===== src/rtl/dsp48_pkg.sv =====
// Shared definitions for the DSP48A1-style slice: operand select codes,
// opmode field layout, default widths and carry-in source names.
package dsp48_pkg;

    localparam int P_W  = 48;
    localparam int M_W  = 36;
    localparam int AB_W = 18;
    localparam int DU_W = 12;

    localparam logic [1:0] X_ZERO = 2'd0;
    localparam logic [1:0] X_M    = 2'd1;
    localparam logic [1:0] X_P    = 2'd2;
    localparam logic [1:0] X_DAB  = 2'd3;

    localparam logic [1:0] Z_ZERO = 2'd0;
    localparam logic [1:0] Z_PCIN = 2'd1;
    localparam logic [1:0] Z_P    = 2'd2;
    localparam logic [1:0] Z_C    = 2'd3;

    localparam CINSEL_OPMODE5 = "OPMODE5";
    localparam CINSEL_CARRYIN = "CARRYIN";

    typedef struct packed {
        logic       sub;
        logic       rsvd6;
        logic       cin_op;
        logic       rsvd4;
        logic [1:0] zsel;
        logic [1:0] xsel;
    } opmode_t;

endpackage


===== src/rtl/dsp_post_adder_acc_pipe_reg.sv =====
// Optional pipeline stage: a CE-gated register with async active-low
// clear, or a plain wire when EN_REG is 0.
module pipe_reg #(
    parameter int WIDTH  = 1,
    parameter bit EN_REG = 1'b1
) (
    input  logic             clk,
    input  logic             rst,
    input  logic             ce,
    input  logic [WIDTH-1:0] d,
    output logic [WIDTH-1:0] q
);

    generate
        if (EN_REG) begin : g_reg
            logic [WIDTH-1:0] data_q;
            logic [WIDTH-1:0] data_d;

            always_comb begin
                data_d = data_q;
                if (ce) data_d = d;
            end

            always_ff @(posedge clk or negedge rst) begin
                if (!rst) data_q <= '0;
                else      data_q <= data_d;
            end

            assign q = data_q;
        end else begin : g_bypass
            logic unused_bypass;
            assign unused_bypass = ^{clk, rst, ce};
            assign q = d;
        end
    endgenerate

endmodule


===== src/rtl/dsp_post_adder_acc.sv =====
// Post-adder / accumulator stage: X/Z operand select, add or subtract
// with carry-in, optional P and carry-out registers, cascade output.
module dsp_post_adder_acc
    import dsp48_pkg::*;
#(
    parameter bit PREG        = 1'b1,
    parameter bit CARRYOUTREG = 1'b1,
    parameter bit OPMODEREG   = 1'b1,
    parameter bit CARRYINREG  = 1'b1,
    parameter     CARRYINSEL  = "OPMODE5",
    parameter int P_WIDTH     = 48,
    parameter int M_WIDTH     = 36
) (
    input  logic               clk,
    input  logic               rst,
    input  logic               CEP,
    input  logic               CECARRYIN,
    input  logic               CEOPMODE,
    input  logic [7:0]         opmode,
    input  logic [M_WIDTH-1:0] M,
    input  logic [P_WIDTH-1:0] C,
    input  logic [17:0]        D,
    input  logic [17:0]        A,
    input  logic [17:0]        B,
    input  logic [P_WIDTH-1:0] PCIN,
    input  logic               CARRYIN,
    output logic [P_WIDTH-1:0] P,
    output logic [P_WIDTH-1:0] PCOUT,
    output logic               CARRYOUT,
    output logic               CARRYOUTF
);

    logic [7:0]         op_raw;
    opmode_t            op_i;
    logic               cin_sel;
    logic               cin_i;
    logic [P_WIDTH-1:0] p_r;
    logic [P_WIDTH-1:0] p_fb;
    logic               co_r;
    logic [P_WIDTH-1:0] x_op;
    logic [P_WIDTH-1:0] z_op;
    logic [P_WIDTH:0]   sum;
    logic               unused_ok;

    assign unused_ok = ^{D[17:DU_W], op_i.rsvd6, op_i.rsvd4};

    pipe_reg #(.WIDTH(8), .EN_REG(OPMODEREG)) u_opmode_reg (
        .clk (clk),
        .rst (rst),
        .ce  (CEOPMODE),
        .d   (opmode),
        .q   (op_raw)
    );

    assign op_i = opmode_t'(op_raw);

    always_comb begin
        cin_sel = op_i.cin_op;
        if (CARRYINSEL == CINSEL_CARRYIN) cin_sel = CARRYIN;
    end

    pipe_reg #(.WIDTH(1), .EN_REG(CARRYINREG)) u_cin_reg (
        .clk (clk),
        .rst (rst),
        .ce  (CECARRYIN),
        .d   (cin_sel),
        .q   (cin_i)
    );

    // Without a P register there is nothing to feed back; tie it off
    // so an illegal opmode cannot create a combinational loop.
    generate
        if (PREG) begin : g_fb
            assign p_fb = p_r;
        end else begin : g_nofb
            assign p_fb = '0;

            always_ff @(posedge clk) begin
                if (rst) begin
                    assert (op_i.xsel != X_P && op_i.zsel != Z_P);
                end
            end
        end
    endgenerate

    always_comb begin
        x_op = '0;
        case (op_i.xsel)
            X_ZERO:  x_op = '0;
            X_M:     x_op = {{(P_WIDTH-M_WIDTH){M[M_WIDTH-1]}}, M};
            X_P:     x_op = p_fb;
            X_DAB:   x_op = P_WIDTH'({D[DU_W-1:0], A, B});
            default: x_op = '0;
        endcase
    end

    always_comb begin
        z_op = '0;
        case (op_i.zsel)
            Z_ZERO:  z_op = '0;
            Z_PCIN:  z_op = PCIN;
            Z_P:     z_op = p_fb;
            Z_C:     z_op = C;
            default: z_op = '0;
        endcase
    end

    // Bit P_WIDTH is the carry when adding and the borrow when subtracting.
    always_comb begin
        sum = '0;
        if (op_i.sub) begin
            sum = {1'b0, z_op} - ({1'b0, x_op} + {{P_WIDTH{1'b0}}, cin_i});
        end else begin
            sum = {1'b0, z_op} + {1'b0, x_op} + {{P_WIDTH{1'b0}}, cin_i};
        end
    end

    pipe_reg #(.WIDTH(P_WIDTH), .EN_REG(PREG)) u_p_reg (
        .clk (clk),
        .rst (rst),
        .ce  (CEP),
        .d   (sum[P_WIDTH-1:0]),
        .q   (p_r)
    );

    pipe_reg #(.WIDTH(1), .EN_REG(CARRYOUTREG)) u_co_reg (
        .clk (clk),
        .rst (rst),
        .ce  (CEP),
        .d   (sum[P_WIDTH]),
        .q   (co_r)
    );

    assign P         = p_r;
    assign PCOUT     = p_r;
    assign CARRYOUT  = co_r;
    assign CARRYOUTF = co_r;

endmodule

===== config.mk =====
export PLATFORM = sky130hd
export DESIGN_NAME = dsp_post_adder_acc
export DESIGN_NICKNAME = d
export VERILOG_FILES = /design/src/rtl/dsp48_pkg.sv /design/src/rtl/dsp_post_adder_acc_pipe_reg.sv /design/src/rtl/dsp_post_adder_acc.sv
export SDC_FILE = /design/constraint.sdc
export NUM_CORES = 1
export LEC_CHECK = 0
export BUFFER_PORTS_ARGS = -buffer_cell sky130_fd_sc_hd__buf_4
export CORE_ASPECT_RATIO = 0.8
export CORE_MARGIN = 2
export CORE_UTILIZATION = 30
export CTS_BUF_LIST = sky130_fd_sc_hd__clkbuf_16
export DETAILED_ROUTE_END_ITERATION = 8
export PLACE_DENSITY_LB_ADDON = 0.25
export SYNTH_ARGS = -nofsm -noshare
export SYNTH_HDL_FRONTEND = slang
export SYNTH_SLANG_ARGS = --single-unit

===== constraint.sdc =====
create_clock -name clk -period 5.25 [get_ports clk]
set_input_delay 0.7875 -clock clk [delete_from_list [all_inputs] [get_ports clk]]
set_output_delay 0.7875 -clock clk [all_outputs]
set_load 0.01 [all_outputs]

### After elaboration in Yosys (flattened, before gate mapping)

Cells that the tools add are included.

| storage, ports and cells | value |
|---|---|
| bits in latches | 0 |
| memories kept | 0 |
| bits of input ports | 200 |
| logic and storage cells | 19 |
| memory bits (read-only) | 0 |
| register bits | 58 |
| output and inout bits | 98 |
| bits in writable memories | 0 |

| operators by class | value |
|---|---|
| reductions and logical operators | 2 |
| eq/ne operators | 6 |
| bitwise gates (word level) | 0 |
| divide/modulo/power cells | 0 |
| $add $sub $neg | 4 |
| multiply operators | 0 |
| shift operators | 0 |
| mux-type cells | 3 |
| $lt $le $gt $ge | 0 |

Operators by type and width:

| cell | count |
|---|---|
| $pmux 48 s4 | 2 |
| $add 48x1->49 | 1 |
| $add 48x48->49 | 1 |
| $add 49x1->49 | 1 |
| $mux 49 | 1 |
| $sub 48x49->49 | 1 |
| $eq 2x2->1 const B | 4 |
| $eq 2x1->1 const B | 2 |
| $logic_not 2->1 | 2 |

### Logic depth before layout (Yosys ltp)

Gate-level depths: netlist of the first run.

| depth | value |
|---|---|
| word-level depth | 5 |
| depth in mapped cells | 20 |

### Hierarchy

From an unflattened synthesis of the first run, not the netlist that was laid out.

| second synthesis, totals | value |
|---|---|
| cells, all modules | 1436 |
| area, all modules | 11748.8 µm² |

By module, submodules not included:

| module | area each (µm²) | sequential area each (µm²) | times used | cells each |
|---|---|---|---|---|
| dsp_post_adder_acc | 9476.6 | 0.0 | 1 | 1314 |
| pipe_reg (u_p_reg) | 1860.5 | 1201.2 | 1 | 101 |
| pipe_reg (u_opmode_reg) | 331.6 | 200.2 | 1 | 17 |
| pipe_reg (u_cin_reg ...) | 40.0 | 25.0 | 2 | 2 |

### Worst setup path before layout of the first run

No wires, ideal clock.

| timing | value |
|---|---|
| kind | flip-flop to flip-flop |
| start | register u_opmode_reg.g_reg.data_q[3], in the netlist u_opmode_reg.q[3] |
| end | register u_p_reg.g_reg.data_q[46], in the netlist u_p_reg.q[46] |
| stages on the path, launching flop included | 21 |
| library setup time | 126 ps |
| path slack | 715 ps |
| arrival | 4409 ps |
| path through | dfrtp_1 -> buf_2 -> clkbuf_1 -> buf_1 -> mux2_2 -> a22oi_1 -> ha_1 -> clkbuf_1 -> inv_1 -> ha_1 -> clkbuf_1 -> a21oi_1 -> o21ai_0 -> a211oi_1 -> o31ai_1 -> a21oi_2 -> o31ai_2 -> a21o_1 -> a21oi_1 -> xnor2_1 -> a221o_1 |

| on the way | value |
|---|---|
| longest elaborated chain between the ends | 5 |
| elaborated cells on any way between the ends | 9 |

Ends and longest elaborated chain:

| item | line | source |
|---|---|---|
| start, declared | dsp_post_adder_acc_pipe_reg.sv:16 | `logic [WIDTH-1:0] data_q;` |
| start signal, assigned | dsp_post_adder_acc_pipe_reg.sv:26 | `else data_q <= data_d;` |
| $eq 2x2->1 (tied with other cells) | dsp_post_adder_acc.sv:99 | `case (op_i.zsel)` |
| $pmux 48 s4 * | dsp_post_adder_acc.sv:99 |  |
| $add 48x48->49 | dsp_post_adder_acc.sv:114 | `sum = {1'b0, z_op} + {1'b0, x_op} + {{P_WIDTH{1'b0}}, cin_i};` |
| $add 49x1->49 | dsp_post_adder_acc.sv:114 |  |
| $mux 49 * | dsp_post_adder_acc.sv:111 | `if (op_i.sub) begin` |
| end signal, assigned | dsp_post_adder_acc_pipe_reg.sv:26 |  |
| end, declared | dsp_post_adder_acc_pipe_reg.sv:16 |  |

Mark *: on every way between the ends. The rest lies on a longest branch, timed or not.
A chain may end at the register's enable or synchronous reset.

### Worst setup path after layout of the first run

| timing | value |
|---|---|
| start | register u_opmode_reg.g_reg.data_q[1], in the netlist u_opmode_reg.q[1] |
| end | register u_p_reg.g_reg.data_q[46], in the netlist u_p_reg.q[46] |

| on the way | value |
|---|---|
| longest elaborated chain between the ends | 5 |
| elaborated cells on any way between the ends | 10 |

Ends and longest elaborated chain:

| item | line | source |
|---|---|---|
| $eq 2x2->1 (tied with other cells) | dsp_post_adder_acc.sv:88 | `case (op_i.xsel)` |
| $pmux 48 s4 * | dsp_post_adder_acc.sv:88 |  |
| $add 48x48->49 or $add 48x1->49 (tied branches) | dsp_post_adder_acc.sv:114, dsp_post_adder_acc.sv:112 |  |
| $add 49x1->49 or $sub 48x49->49 (tied branches) | dsp_post_adder_acc.sv:114, dsp_post_adder_acc.sv:112 |  |
| $mux 49 * | dsp_post_adder_acc.sv:111 |  |

Marks and branches as above.

==> impl_metrics.json, run 1 <==
{
  "seq_power_share_pct": 13.1,
  "hold_viol_final": 0,
  "synth_top_area_share_pct": 15.6,
  "syn_area_sq_mm": 0.0112,
  "clkLatencyLatePin_ps": 330,
  "slew_headroom_pct": 36.1,
  "post-synth-top-area-cell": "ha_1",
  "ctsHoldBuffers": 0,
  "clkSlewWorstSetupHoldPaths_ps": 90,
  "fin_crit_ps": 4950,
  "h-tree-depth": 2,
  "critPathKind": "flip-flop to flip-flop",
  "p_comb_share_pct": 81.4,
  "dp.final_hpwl_um": 34400,
  "synth_flop_cell": "dfrtp_1",
  "dieHeight_um": 177,
  "seq_area_sq_mm": 0.00141,
  "crit_buf_inv": 1,
  "finalSetupViolCount": 0,
  "p_leak_nw": 6.66,
  "peakVddDrop_mv": 0.177,
  "syn-instance-count": 1466,
  "syn_to_final_growth_pct": 24.4,
  "dr.pass1.iters": 7,
  "via_per_inst": 5.37,
  "grt_pass1_vias": 11100,
  "syn_area_per_cell_sq_um": 7.62,
  "grt_max_degree": 59,
  "cts-buffers-inserted": 5,
  "synth_area_leaders": "ha_1 (16%), dfrtp_1 (13%), mux2_2 (9.2%)",
  "cts_tree": "yes",
  "final_cells": 2174,
  "cp_max_fo": 14,
  "p_int_mw": 3.41,
  "switching_share_pct": 53.3,
  "status": "complete, no violations",
  "yosys_warnings": 0,
  "dr_total_vias": 11700,
  "power.switching_mw": 3.89,
  "postLayoutCoreUtil_pct": 37.7,
  "totalWireLength_um": 43400,
  "final.setup_skew_ps": 6.26,
  "antenna_found_initial": 0,
  "drc": 0,
  "io_pins": 298,
  "synth_cell_types": 79,
  "final_max_slew_viol_count": 0,
  "p_clk_share_pct": 5.6,
  "overflow": 0,
  "die_w_um": 220,
  "yosysSeqAreaShare_pct": 12.5,
  "ys_ff_latch": 56,
  "antennaDiodeCount": 0,
  "start_kind": "flip-flop",
  "track_usage_pct": 21.7,
  "place_congestion": 0.922,
  "nFillCells": 3887,
  "drive_gt1_share_pct": 27.6,
  "dp_cells": 2166,
  "final_antenna_net_count": 0,
  "arrival_ps": 5180,
  "rsz0062_at_grt": "no",
  "required_ps": 5480,
  "min_path_type": "flip-flop to flip-flop",
  "synth_edf_count": 0,
  "cp_cell_sequence": "buf_12 -> mux2_2 -> a22o_1 -> ha_1 -> ha_1 -> nand2_1 -> or4_1 -> a221o_1 -> a31oi_4 -> a21oi_2 -> o31ai_2 -> a21o_1 -> a21oi_1 -> xnor2_1 -> a221o_1",
  "cts_resized": 0,
  "powerDensity_mw_per_mm2": 526,
  "grt_pass1_wl_um": 65100,
  "die-area_sq_mm": 0.0388,
  "endpoint_kind": "flip-flop",
  "nNetsFinal": 2029,
  "clk_path_buf_depth": 2,
  "cap_violations": 0,
  "synthArstFlopShare_pct": 100,
  "clock.fmax_ghz": 0.202,
  "multi_input_area_sq_mm": 0.00861,
  "syn-num-nets": 1809,
  "worst_pin_slew_ps": 945,
  "max_stage_delay_ps": 630,
  "routedWlPerCell_um": 20.0,
  "cts_num_sinks": 56,
  "initial_core_util_pct": 30.3,
  "portBuffers": 288,
  "cts_root_buf": "clkbuf_16",
  "post_cts_buffers": 0,
  "first_iter_violations": 838,
  "finalSetupTns_ps": 0,
  "timing.final.crit_share_pct": 94.3,
  "cp_slowest_cell": "dfrtp_2",
  "worst_path_dominant_cell_family": "compound AO/OA/AOI/OAI gates",
  "coreArea_sq_mm": 0.0369,
  "fp-row-count": 63,
  "holdWs_ps": 494
}
layer usage:
| layer | wire [um] | track usage, % | vias up | part of all wire (%) |
|---|---|---|---|---|
| met5 | 0 | 0 | - | 0 |
| met4 | 756 | 4.84 | 0 | 1.7 |
| met3 | 2830 | 2.65 | 30 | 6.5 |
| met2 | 18200 | 32.9 | 440 | 42 |
| met1 | 21600 | 32.5 | 5533 | 50 |
| li1 | - | - | 5668 | - |
final timing paths:
path / cells after the start / slack, ps / start / endpoint
min in group asynchronous: 1 / 560 / rst / u_p_reg.q[34]
max in group asynchronous: 1 / 4060 / rst / u_opmode_reg.q[3]
max: 15 / 300 / u_opmode_reg.q[1] / u_p_reg.q[46]
min: 2 / 490 / u_opmode_reg.q[5] / u_cin_reg.q
max reg2reg: 15 / 300 / u_opmode_reg.q[1] / u_p_reg.q[46]
min reg2reg: 2 / 490 / u_opmode_reg.q[5] / u_cin_reg.q
logic make-up (layout without fill, tap and decap cells):
group                      after synthesis  count (layout)  synth area share, %
AOI/OAI and AO/OA                      473             473                 29.6
and+or+nand+nor                        357             357                 14.8
buffers and inverters                  256             477                 10.5
adders and majority gates              143             143                 16.3
muxes                                   95              95                 9.54
xor gates and xnor gates                86              86                 6.75
DFF                                     56              56                 12.5
synthesized netlist by cell type (25+ instances only):
cell	number
ha_1	139
a21oi_1	132
inv_1	128
nand2_1	123
nor2_1	107
mux2_2	91
a22o_1	84
o21ai_0	75
clkbuf_1	60
dfrtp_1	56
xnor2_1	56
buf_4	51
a21o_1	36
xor2_1	30
nand3_1	25
power groups by stage:
stage | sequential (mW) | clock (mW) | combinational (mW)
after floorplan | 0.919 | 0 | 4.09
after global placement | 0.961 | 0 | 5.83
after detailed placement | 0.969 | 0 | 5.83
after CTS | 0.964 | 0.423 | 5.88
after global routing | 0.994 | 0.437 | 6.50
final | 0.954 | 0.407 | 5.94
final cells by class:
type                       count  share of cell area, %
timing repair buffer         340                   18.9
tap                          487                   4.39
sequential                    56                   10.1
multi-input combinational   1154                   62.0
clock buffer                   5                  0.901
clock inverter                 3                  0.180
inverter                     129                   3.49
registers in the layout, summed over array words and instances, names as in the netlist:
| name | flops |
|---|---|
| u_p_reg.q | 48 |
| u_opmode_reg.q | 6 |
| u_cin_reg.q | 1 |
| u_co_reg.q | 1 |
worst register-to-register path: cells and delay by family, from the launching register on:
family,cells,cell delay (ps)
AO/OA/AOI/OAI,8,1970
adder cells (fa/ha/maj),2,870
AND/OR/NAND/NOR,2,670
flip-flops,1,630
multiplexers,1,360
buffers and inverters,1,210
XOR/XNOR,1,130
layout by cell type (no fill, tap or decap), drive strengths merged, types with 5 or more instances in the layout:
cell / count
buf: 340
ha: 139
a21oi: 133
inv: 130
nand2: 123
nor2: 107
mux2: 91
a22o: 84
o21ai: 78
xnor2: 56
dfrtp: 56
a21o: 36
xor2: 30
nand3: 27
nand4: 21
nor3: 16
a22oi: 15
nor2b: 13
nand2b: 12
and3: 11
a221o: 11
o21bai: 10
o211ai: 9
o21a: 8
a31oi: 8
a211oi: 7
o31ai: 7
and2: 7
o221ai: 6
a221oi: 6
a21boi: 5
a211o: 5
clkbuf: 5
a2111oi: 5
per-stage QoR:
| step | total power [mW] | cell area, sq um | worst slack [ps] |
|---|---|---|---|
| CTS | 7.27 | 13900 | 320 |
| finish | 7.30 | 13900 | 302 |
| global route | 7.93 | 13900 | 76.6 |
| detailed placement | 6.80 | 13700 | 351 |
| global placement | 6.79 | 13700 | 378 |
| floorplan | 5.01 | 11200 | 715 |
Power figures use the tool's default switching activity.
==> run 2, diff against run 1 <==
--- a/config.mk
+++ b/config.mk
@@ -14,4 +14,5 @@
 export PLACE_DENSITY_LB_ADDON = 0.25
 export SYNTH_ARGS = -nofsm -noshare
 export SYNTH_HDL_FRONTEND = slang
+export SYNTH_HIERARCHICAL = 1
 export SYNTH_SLANG_ARGS = --single-unit
==> run 2 against run 1 <==
Critical path depth grew 1. Synthesized cell count fell by 2.3%. Sequential power fell by 1%. Maximum frequency grew 1.7%. Utilization is 0.39 points lower. Clock skew grew 8.8 ps. Setup slack better by 85 ps. Count of clock-buffer cells in the layout is the same. Power increased by 8.0%. Via count is 1.3% lower. Clock power hardly changed. Cell count is 1.0% lower.
==> impl_metrics.json, run 2 <==
{
  "final_antenna_net_count": 0,
  "reg2reg_depth": 16,
  "initial_core_util_pct": 30.5,
  "cts_num_sinks": 56,
  "critPathKind": "flip-flop to flip-flop",
  "rsz0062_at_grt": "no",
  "finalSetupViolCount": 0,
  "clock.fmax_ghz": 0.206,
  "dr.pass1.iters": 5,
  "grt_pass1_wl_um": 65500,
  "io_pins": 298,
  "crit_buf_inv": 3,
  "nNetsFinal": 1998,
  "dr_total_vias": 11500,
  "place_area_sq_mm": 0.0141,
  "finalSetupTns_ps": 0,
  "fin_crit_ps": 4860,
  "cp_slowest_cell": "dfrtp_2",
  "syn_area_per_cell_sq_um": 8.15,
  "required_ps": 5480,
  "portBuffers": 288,
  "nFillCells": 4024,
  "via_per_inst": 5.35,
  "clk_path_buf_depth": 2,
  "layout_common_cells": "buf_4 (332), ha_1 (139), mux2_2 (123)",
  "cp.depth": 16,
  "peakVddDrop_mv": 0.187,
  "antenna_found_initial": 0,
  "hold_viol_final": 0,
  "routedWlPerCell_um": 19.6,
  "first_iter_violations": 832,
  "start_kind": "flip-flop",
  "syn_to_final_growth_pct": 22.2,
  "cts_root_buf": "clkbuf_16",
  "clkLatencyLatePin_ps": 330,
  "yosys_warnings": 6,
  "rr_startpoint": "u_opmode_reg/q[0]",
  "cp_cell_sequence": "buf_4 -> buf_4 -> mux2_2 -> a22o_1 -> ha_1 -> ha_1 -> nand4_1 -> nor3_1 -> inv_1 -> nor4_1 -> a21oi_2 -> a211oi_2 -> nor2_2 -> a2bb2oi_1 -> a211o_1 -> mux2_2",
  "crit_start": "u_opmode_reg/q[0]",
  "grt_max_degree": 72,
  "final_max_slew_viol_count": 0,
  "final.setup_skew_ps": 15.1,
  "worst_pin_slew_ps": 930,
  "powerDensity_mw_per_mm2": 553,
  "h-tree-depth": 2,
  "cap_violations": 0,
  "cts_tree": "yes",
  "worst_path_dominant_cell_family": "compound AO/OA/AOI/OAI gates",
  "overflow": 0,
  "cp_max_fo": 16,
  "die-area_sq_mm": 0.0405,
  "clkSlewWorstSetupHoldPaths_ps": 100,
  "coreArea_sq_mm": 0.0383,
  "timing.final.crit_share_pct": 92.6,
  "holdWs_ps": 525,
  "syn_area_sq_mm": 0.0117,
  "die_w_um": 225,
  "rr_endpoint": "u_p_reg/q[45]",
  "power_mw": 7.88,
  "critPathCapture": "u_p_reg/q[45]",
  "totalWireLength_um": 42100,
  "slew_headroom_pct": 38.0,
  "p_leak_nw": 6.87,
  "drc": 0,
  "r2r_slack_ps": 390,
  "arrival_ps": 5090,
  "syn-instance-count": 1432,
  "endpoint_kind": "flip-flop",
  "largest_register_ffs": 48,
  "drive_gt1_share_pct": 32.2,
  "fp-row-count": 64,
  "dp.final_hpwl_um": 33500,
  "syn-num-nets": 1775,
  "track_usage_pct": 20.4,
  "final_area_sq_mm": 0.0143,
  "cts-buffers-inserted": 5,
  "hp-start": "u_opmode_reg/q[5]",
  "status": "complete, no violations",
  "dieHeight_um": 180,
  "grt_pass1_vias": 11100,
  "place_congestion": 0.909,
  "max_stage_delay_ps": 430,
  "postLayoutCoreUtil_pct": 37.3,
  "final_common_cell": "buf_4",
  "min_path_type": "flip-flop to flip-flop"
}
-- run 2: worst reg2reg max path, stage by stage (launching register included) --
cell       delay (ps)
dfrtp_2           430
buf_4             280
buf_4             310
mux2_2            370
a22o_1            210
ha_1              420
ha_1              350
nand4_1           180
nor3_1            310
inv_1             110
nor4_1            370
a21oi_2           170
a211oi_2          430
nor2_2            120
a2bb2oi_1         170
a211o_1           280
mux2_2            260
-- run 2: power by group --
| part | internal (mW) | leakage [nW] | total (mW) | switching (mW) |
|---|---|---|---|---|
| sequential | 0.637 | 0.653 | 0.943 | 0.307 |
| combinational | 2.97 | 6.14 | 6.54 | 3.56 |
| clock | 0.184 | 0.0748 | 0.404 | 0.220 |
-- run 2: area by class of cell --
| type | instances | area (sq um) | share of cell area, % |
|---|---|---|---|
| antenna | 1 | 2.50 | 0.0175 |
| clock buffer | 5 | 125 | 0.877 |
| sequential | 56 | 1410 | 9.87 |
| inverter | 123 | 462 | 3.24 |
| tap | 495 | 619 | 4.34 |
| multi-input combinational | 1136 | 9110 | 63.9 |
| clock inverter | 3 | 26.3 | 0.184 |
| timing repair buffer | 333 | 2510 | 17.6 |
-- run 2: timing repair --
item / 4_1_cts / 5_1_grt
endpoints found under the setup margin: 0 / 1
resized for setup: 0 / 1
hold buffers: 0 / 0
buffers inserted: 0 / 0
-- run 2: worst min path at each step --
stage,to,cells after the start,slack (ps)
after floorplan,u_cin_reg/q,1,480
after global placement,u_cin_reg/q,1,510
after detailed placement,u_cin_reg/q,1,500
after CTS,u_cin_reg/q,1,530
after global routing,u_cin_reg/q,1,560
final,u_cin_reg/q,1,520
-- run 2: stage by stage --
stage          setup WS (ps)  cells
2_1_floorplan            745   1432
3_5_place_dp             331   2143
5_1_grt                 71.9   2151
3_3_place_gp             402   2143
6_report                 386   2152
4_1_cts                  358   2151
-- run 2: metal layers --
| layer | global-route usage (%) | share of wire, % |
|---|---|---|
| met1 | 30.7 | 51 |
| met5 | 0 | 0 |
| met2 | 31.7 | 44 |
| met3 | 2.51 | 4.5 |
| met4 | 2.89 | 1.1 |
==> run 3, diff against run 2 <==
--- a/config.mk
+++ b/config.mk
@@ -11,6 +11,7 @@
 export CORE_UTILIZATION = 30
 export CTS_BUF_LIST = sky130_fd_sc_hd__clkbuf_16
 export DETAILED_ROUTE_END_ITERATION = 8
+export MAX_ROUTING_LAYER = met4
 export PLACE_DENSITY_LB_ADDON = 0.25
 export SYNTH_ARGS = -nofsm -noshare
 export SYNTH_HDL_FRONTEND = slang
==> run 3 against run 2 <==
Register-to-register slack lost 60 ps. Count of clock-buffer cells in the layout is the same. Global-route usage is 0.56 points higher. Combinational power about the same. Cell count shrank 0.19%. Clock skew is 2.7 ps higher. Sequential share of layout area about the same. Wire length grew 0.35%. Via count fell by 0.43%. Maximum frequency is 1.2% lower.
==> impl_metrics.json, run 3 (same netlist as run 2, synthesis figures left out) <==
{
  "status": "complete, no violations",
  "final_antenna_net_count": 0,
  "dr_total_vias": 11500,
  "h-tree-depth": 2,
  "fp-row-count": 64,
  "worst_pin_slew_ps": 896,
  "final_max_slew_viol_count": 0,
  "cts-buffers-inserted": 5,
  "antenna_found_initial": 0,
  "critPathKind": "flip-flop to flip-flop",
  "layout_common_cells": "buf_4 (327), ha_1 (139), mux2_2 (123)",
  "wl_met2_um": 18600,
  "cts_tree": "yes",
  "io_pins": 298,
  "initial_core_util_pct": 30.5,
  "powerDensity_mw_per_mm2": 552,
  "cp_slowest_cell": "dfrtp_2",
  "dieHeight_um": 180,
  "routedWlPerCell_um": 19.7,
  "wl_met3_um": 2010,
  "totalWireLength_um": 42200,
  "die_w_um": 225,
  "timing.final.crit_share_pct": 93.8,
  "antennaDiodeCount": 0,
  "clk_path_buf_depth": 2,
  "required_ps": 5530,
  "final.setup_skew_ps": 17.8,
  "maxUsedRoutingLayer": "met4",
  "cp_max_fo": 23,
  "min_path_type": "flip-flop to flip-flop",
  "first_iter_violations": 766,
  "endpoint_kind": "flip-flop",
  "finalSetupViolCount": 0,
  "arrival_ps": 5210,
  "dp.final_hpwl_um": 33700,
  "cp_cell_sequence": "buf_4 -> mux2_2 -> a22o_1 -> ha_1 -> ha_1 -> nand3_1 -> nor3b_1 -> a211oi_4 -> o31ai_2 -> a21oi_2 -> a211oi_2 -> o2111ai_2 -> and4_1 -> a311oi_1 -> mux2_2",
  "finalSetupTns_ps": 0,
  "overflow": 0,
  "grt_max_degree": 57,
  "hold_viol_final": 0,
  "grt_pass1_vias": 11200,
  "largest_register_ffs": 48,
  "post_cts_buffers": 0,
  "dr.pass1.iters": 5,
  "drc": 0,
  "cts_num_sinks": 56,
  "coreArea_sq_mm": 0.0383,
  "clkLatencyLatePin_ps": 340,
  "cap_violations": 0,
  "met1_length_um": 21200,
  "postLayoutCoreUtil_pct": 37.3,
  "start_kind": "flip-flop",
  "die-area_sq_mm": 0.0405,
  "slew_headroom_pct": 40.3,
  "grt_pass1_wl_um": 65300,
  "clock.fmax_ghz": 0.203,
  "rsz0062_at_grt": "no",
  "nNetsFinal": 1995,
  "track_usage_pct": 21.0,
  "p_leak_nw": 6.86,
  "max_stage_delay_ps": 520,
  "via_per_inst": 5.34,
  "fin_crit_ps": 4920,
  "final_common_cell": "buf_4",
  "drive_gt1_share_pct": 32.1,
  "place_congestion": 0.910,
  "portBuffers": 288,
  "peakVddDrop_mv": 0.171,
  "cts_root_buf": "clkbuf_16",
  "clkSlewWorstSetupHoldPaths_ps": 100,
  "syn_to_final_growth_pct": 22.2
}
[run 3: metal layers]
metal	GRT usage, %	vias to the layer above
li1	-	5611
met1	30.4	5499
met2	31.8	343
met3	2.56	18
met4	3.07	0
met5	-	-
[run 3: area by class of cell]
type | instances | area, sq um
Tap cell | 495 | 619
Multi-Input combinational cell | 1136 | 9110
Clock inverter | 3 | 21.3
Sequential cell | 56 | 1410
Inverter | 123 | 462
Clock buffer | 5 | 125
Fill cell | 4047 | 24000
Timing Repair Buffer | 330 | 2510
[run 3: final timing paths]
check,to,depth (start not counted),slack (ps),start
min in group asynchronous,u_p_reg/q[20],1,560,rst
hold reg to reg,u_cin_reg/q,1,540,u_opmode_reg/q[5]
hold / removal,u_cin_reg/q,1,540,u_opmode_reg/q[5]
max in group asynchronous,u_opmode_reg/q[3],1,4050,rst
setup reg to reg,u_p_reg/q[47],15,330,u_opmode_reg/q[3]
setup / recovery,u_p_reg/q[47],15,330,u_opmode_reg/q[3]
[run 3: repair_timing]
item,CTS,global route
hold buffers,0,0
hold endpoints to repair,0,0
resized for setup,0,1
setup endpoints to repair,0,1
[run 3: power breakdown]
part,leakage (nW),internal (mW),switching [mW]
Sequential,0.653,0.637,0.309
Clock,0.0702,0.180,0.217
Combinational,6.13,2.97,3.56
Total,6.86,3.79,4.09
[run 3: critical path: cells and delay by family (launching register included)]
family	cells	cell delay (ps)
compound gates	7	1710
fa+ha+maj	2	810
simple gates	3	770
mux	2	610
flops	1	520
buf+inv	1	440
[run 3: metrics by stage]
step / power [mW] / std cells / hold WS, ps / setup WS, ps / area, sq um
floorplan: 5.55 / 1432 / 482 / 745 / 11700
global placement: 7.38 / 2140 / 504 / 369 / 14100
detailed placement: 7.42 / 2140 / 524 / 344 / 14100
CTS: 7.86 / 2148 / 546 / 351 / 14300
global route: 8.59 / 2148 / 570 / 74.0 / 14300
finish: 7.88 / 2148 / 539 / 327 / 14300
